**src/rtl/serial_frame_rx.sv**
```systemverilog
// serial_frame_rx: oversampling serial frame receiver with one-entry valid/ready output buffer
module serial_frame_rx #(
  parameter int WIDTH  = 8,
  parameter int DIV    = 4,
  parameter int PARITY = 1
) (
  input  logic             clk,
  input  logic             rst_n,
  input  logic             rx_i,
  output logic [WIDTH-1:0] data_o,
  output logic             valid_o,
  input  logic             ready_i,
  output logic             parity_err_o,
  output logic             frame_err_o,
  output logic             overrun_o
);
  localparam int DW = $clog2(DIV);
  localparam int CW = $clog2(WIDTH + 1);
  typedef enum logic [2:0] {IDLE, START, DATA, PAR, STOP} state_t;
  state_t           state;
  logic [DW-1:0]    div;
  logic [CW-1:0]    cnt;
  logic [WIDTH-1:0] shift;
  logic             par;
  logic             tick;
  // divider restarts on the start edge, so every sample lands mid-bit
  assign tick = div == DW'(DIV / 2 - 1);
  always_ff @(posedge clk or negedge rst_n)
    if (!rst_n) begin
      state        <= IDLE;
      div          <= '0;
      cnt          <= '0;
      shift        <= '0;
      par          <= 1'b0;
      data_o       <= '0;
      valid_o      <= 1'b0;
      parity_err_o <= 1'b0;
      frame_err_o  <= 1'b0;
      overrun_o    <= 1'b0;
    end else begin
      parity_err_o <= 1'b0;
      frame_err_o  <= 1'b0;
      overrun_o    <= 1'b0;
      div          <= (state == IDLE || div == DW'(DIV - 1)) ? '0 : div + 1'b1;
      if (valid_o && ready_i) valid_o <= 1'b0;
      case (state)
        IDLE: if (!rx_i) begin
          state <= START;
          cnt   <= '0;
          par   <= 1'b0;
        end
        START: if (tick) state <= rx_i ? IDLE : DATA;
        DATA: if (tick) begin
          shift <= (shift >> 1) | (WIDTH'(rx_i) << (WIDTH - 1));
          par   <= par ^ rx_i;
          cnt   <= cnt + 1'b1;
          if (cnt == CW'(WIDTH - 1)) state <= (PARITY != 0) ? PAR : STOP;
        end
        PAR: if (tick) begin
          par   <= par ^ rx_i;
          state <= STOP;
        end
        STOP: if (tick) begin
          state <= IDLE;
          if (!rx_i) frame_err_o <= 1'b1;
          else if (PARITY != 0 && par) parity_err_o <= 1'b1;
          else if (valid_o && !ready_i) overrun_o <= 1'b1;
          else begin
            data_o  <= shift;
            valid_o <= 1'b1;
          end
        end
        default: state <= IDLE;
      endcase
    end
endmodule
```
**config.mk**
```make
export PLATFORM = sky130hd
export DESIGN_NAME = serial_frame_rx
export DESIGN_NICKNAME = d
export VERILOG_FILES = /design/src/rtl/serial_frame_rx.sv
export SDC_FILE = /design/constraint.sdc
export NUM_CORES = 1
export LEC_CHECK = 0
export BUFFER_PORTS_ARGS = -buffer_cell sky130_fd_sc_hd__buf_2
export CAP_MARGIN = 20
export CORE_MARGIN = 2
export CORE_UTILIZATION = 45
export DETAILED_ROUTE_END_ITERATION = 8
export PLACE_DENSITY_LB_ADDON = 0.15
export REMOVE_ABC_BUFFERS = 1
export SETUP_SLACK_MARGIN = 0.1
export SKIP_LAST_GASP = 1
export SYNTH_ARGS = -nofsm -noshare
export SYNTH_HDL_FRONTEND = slang
export SYNTH_SLANG_ARGS = --single-unit
```
**constraint.sdc**
```tcl
create_clock -name clk -period 1.65 [get_ports clk]
set_input_delay 0.33 -clock clk [delete_from_list [all_inputs] [get_ports clk]]
set_output_delay 0.33 -clock clk [all_outputs]
set_load 0.01 [all_outputs]
```
==> flow_summary.toml <==
[status]
status = "finished clean"

[finish]
multi_input_area_um2 = 538.0
ff_latch_area_um2 = 752.0
final_common_cell = "dfrtp_1"
fillers = 242
drive_above_1_share = 0.3937
syn_to_final_growth_pct = 19.22
final_cell_mix = "dfrtp_1, mux2_2, buf_2, nand2_1, nor2_1"
nets = 134
antenna_cells = 0

[routing]
drc_errors = 0
vias = 862
routed_wirelength_um = 2309
first_pass_iters = 4
drt-wirelength-per-cell_um = 14.61
drt-initial-drc-count = 30
ant_nets = 0
via_per_inst = 5.456

[worst_hold_path]
hold_path.class = "input port to asynchronous set/reset pin"

[critical_path]
critical_path.max_fanout = 8
worstPathArrival_ps = 1710
crit_family = "simple AND/OR/NAND/NOR gates"
path_cells = "inv_2 > ha_4 > and4bb_2 > nand3_4 > mux2_4"
required_ps = 1870
end_kind = "flop"
startpoint = "div[1]"
r2r-start = "div[1]"
path_class = "flop to flop"
crit_cells = 5
critPathBufInv = 1
ff2ff_path_depth = 5
regToRegSetupSlack_ps = 170
critPathSlowestCell = "dfrtp_1"
slowest_delay_ps = 400
startpoint_type = "flop"

[yosys]
synth_cell_type_count = 30
syn_inst = 104
syn_area_um2 = 1315
yosysSeqAreaShare = 0.5709
synthTopCellsByArea = "dfrtp_1, mux2_2, ha_1"
syn_area_per_cell_um2 = 12.64
ys_ff_latch = 30
synth_top_area_cell = "dfrtp_1"
synth_top_area_frac = 0.5709
yosys_warnings = 0

[clock_network]
clock-sinks = 30
clk_latency_ps = 330
cts_buffer_depth = 2
hold_buffers = 0
cts_tree = "built"
cts_buffers = 5
cts.reportedPaths.clkPinSlew_ps = 100
htree_levels = 2
clock-root-buffer = "clkbuf_4"

[power_and_ir_drop]
p_leak_uw = 0.0008095
powerDensity_nw_per_um2 = 1580
peakVddDrop_mv = 1.172
total_power_uw = 2478

[global_routing]
grt_pass1_vias = 851
track_usage = 0.1627
grt_pass1_wl_um = 3974
antenna_found_initial = 0
grt_max_degree = 31
grt_overflow = 0

[sta]
min_period_ps = 1482
hold_violations = 0
finalSetupTns_ps = 0
slew_viol_final = 0
rsz0062_at_grt = "false"
slew-limit-headroom = 0.5580
skew_ps = 5.481
tightest_slew_ps = 662.9
setup_viol = 0
min_period_over_period = 0.8980
fmax_mhz = 674.9

[flow_run]
cap_violations = 0

[floorplan]
num_io_pins = 16
placementRows = 19
die_x_um = 58.06
initial_core_util = 0.4769
core_um2 = 2758
dieArea_um2 = 3370
die_h_um = 58.06

[placement]
dp_hpwl_um = 1587
portBuffers = 15
place.gp.congestion = 0.7571
path summary, 6_finish.rpt:
path / endpoint
max in group asynchronous: div[0]
hold reg to reg: data_o[1]
hold / removal: data_o[2]
setup / recovery: data_o[2]
min in group clk: frame_err_o
setup reg to reg: data_o[2]
cell usage after synthesis (all sizes together):
master,number
ha,4
and4bb,2
nor4,1
inv,4
a31oi,1
o31a,1
and2b,1
a22o,1
mux2i,1
nor4b,1
nand2,8
nand4,1
nand3,1
nand2b,1
o2bb2ai,3
buf,5
or3,1
a21o,1
a21oi,5
a211o,1
nor3,3
mux2,16
nor2b,1
dfrtp,30
or2,1
a32o,1
nor2,6
and3,1
and2,1
state kept, by name, indices dropped and copies added, names as in the netlist:
name          flops
state             3
data_o            8
overrun_o         1
div               2
par               1
shift             8
frame_err_o       1
cnt               4
parity_err_o      1
valid_o           1
final cells by class:
type | count | area share
repair buffers | 20 | 0.07183
clock inverters | 2 | 0.03831
inverters | 4 | 0.009577
clock buffers | 6 | 0.03272
multi-input cells | 65 | 0.3432
well taps | 31 | 0.02474
flip-flops and latches | 30 | 0.4796
per-layer routing:
metal  global-route usage  vias up  part of all wire
met1               0.2121      431              0.47
li1                     -      408                 -
met4              0.05980        0             0.017
met2               0.2386       18              0.47
met3              0.07366        5             0.043
met5                    0        -                 0
logic make-up after synthesis:
| kind of cell | share of synthesized area |
|---|---|
| buffers and inverters | 0.03520 |
| AOI/OAI and AO/OA | 0.07708 |
| adders and majority gates | 0.03806 |
| muxes | 0.1446 |
| DFF | 0.5709 |
| and+or+nand+nor | 0.1342 |
power by group:
part | leakage (µW) | internal (µW) | switching [µW]
registers | 0.000404 | 894 | 159
logic | 0.000347 | 339 | 313
clock network | 0.0000585 | 513 | 259
per-stage QoR:
| step | instance area (µm²) | std cells | util | worst slack (ps) | hold WS, ps |
|---|---|---|---|---|---|
| global route | 1568 | 158 | 0.5685 | 106.1 | 45.10 |
| global placement | 1413 | 147 | 0.5123 | 122.7 | 398.2 |
| detailed placement | 1413 | 147 | 0.5123 | 70.67 | 399.5 |
| floorplan | 1284 | 99 | - | 121.7 | 34.41 |
| CTS | 1538 | 156 | 0.5576 | 121.8 | 32.53 |
| finish | 1568 | 158 | 0.5685 | 168.3 | 23.85 |
what timing repair did:
action	CTS	global route
setup endpoints to repair	16	15
setup buffers	1	2
resized for setup	2	4
pin swaps	0	0
No activity file was read; power rests on OpenSTA's default activity.
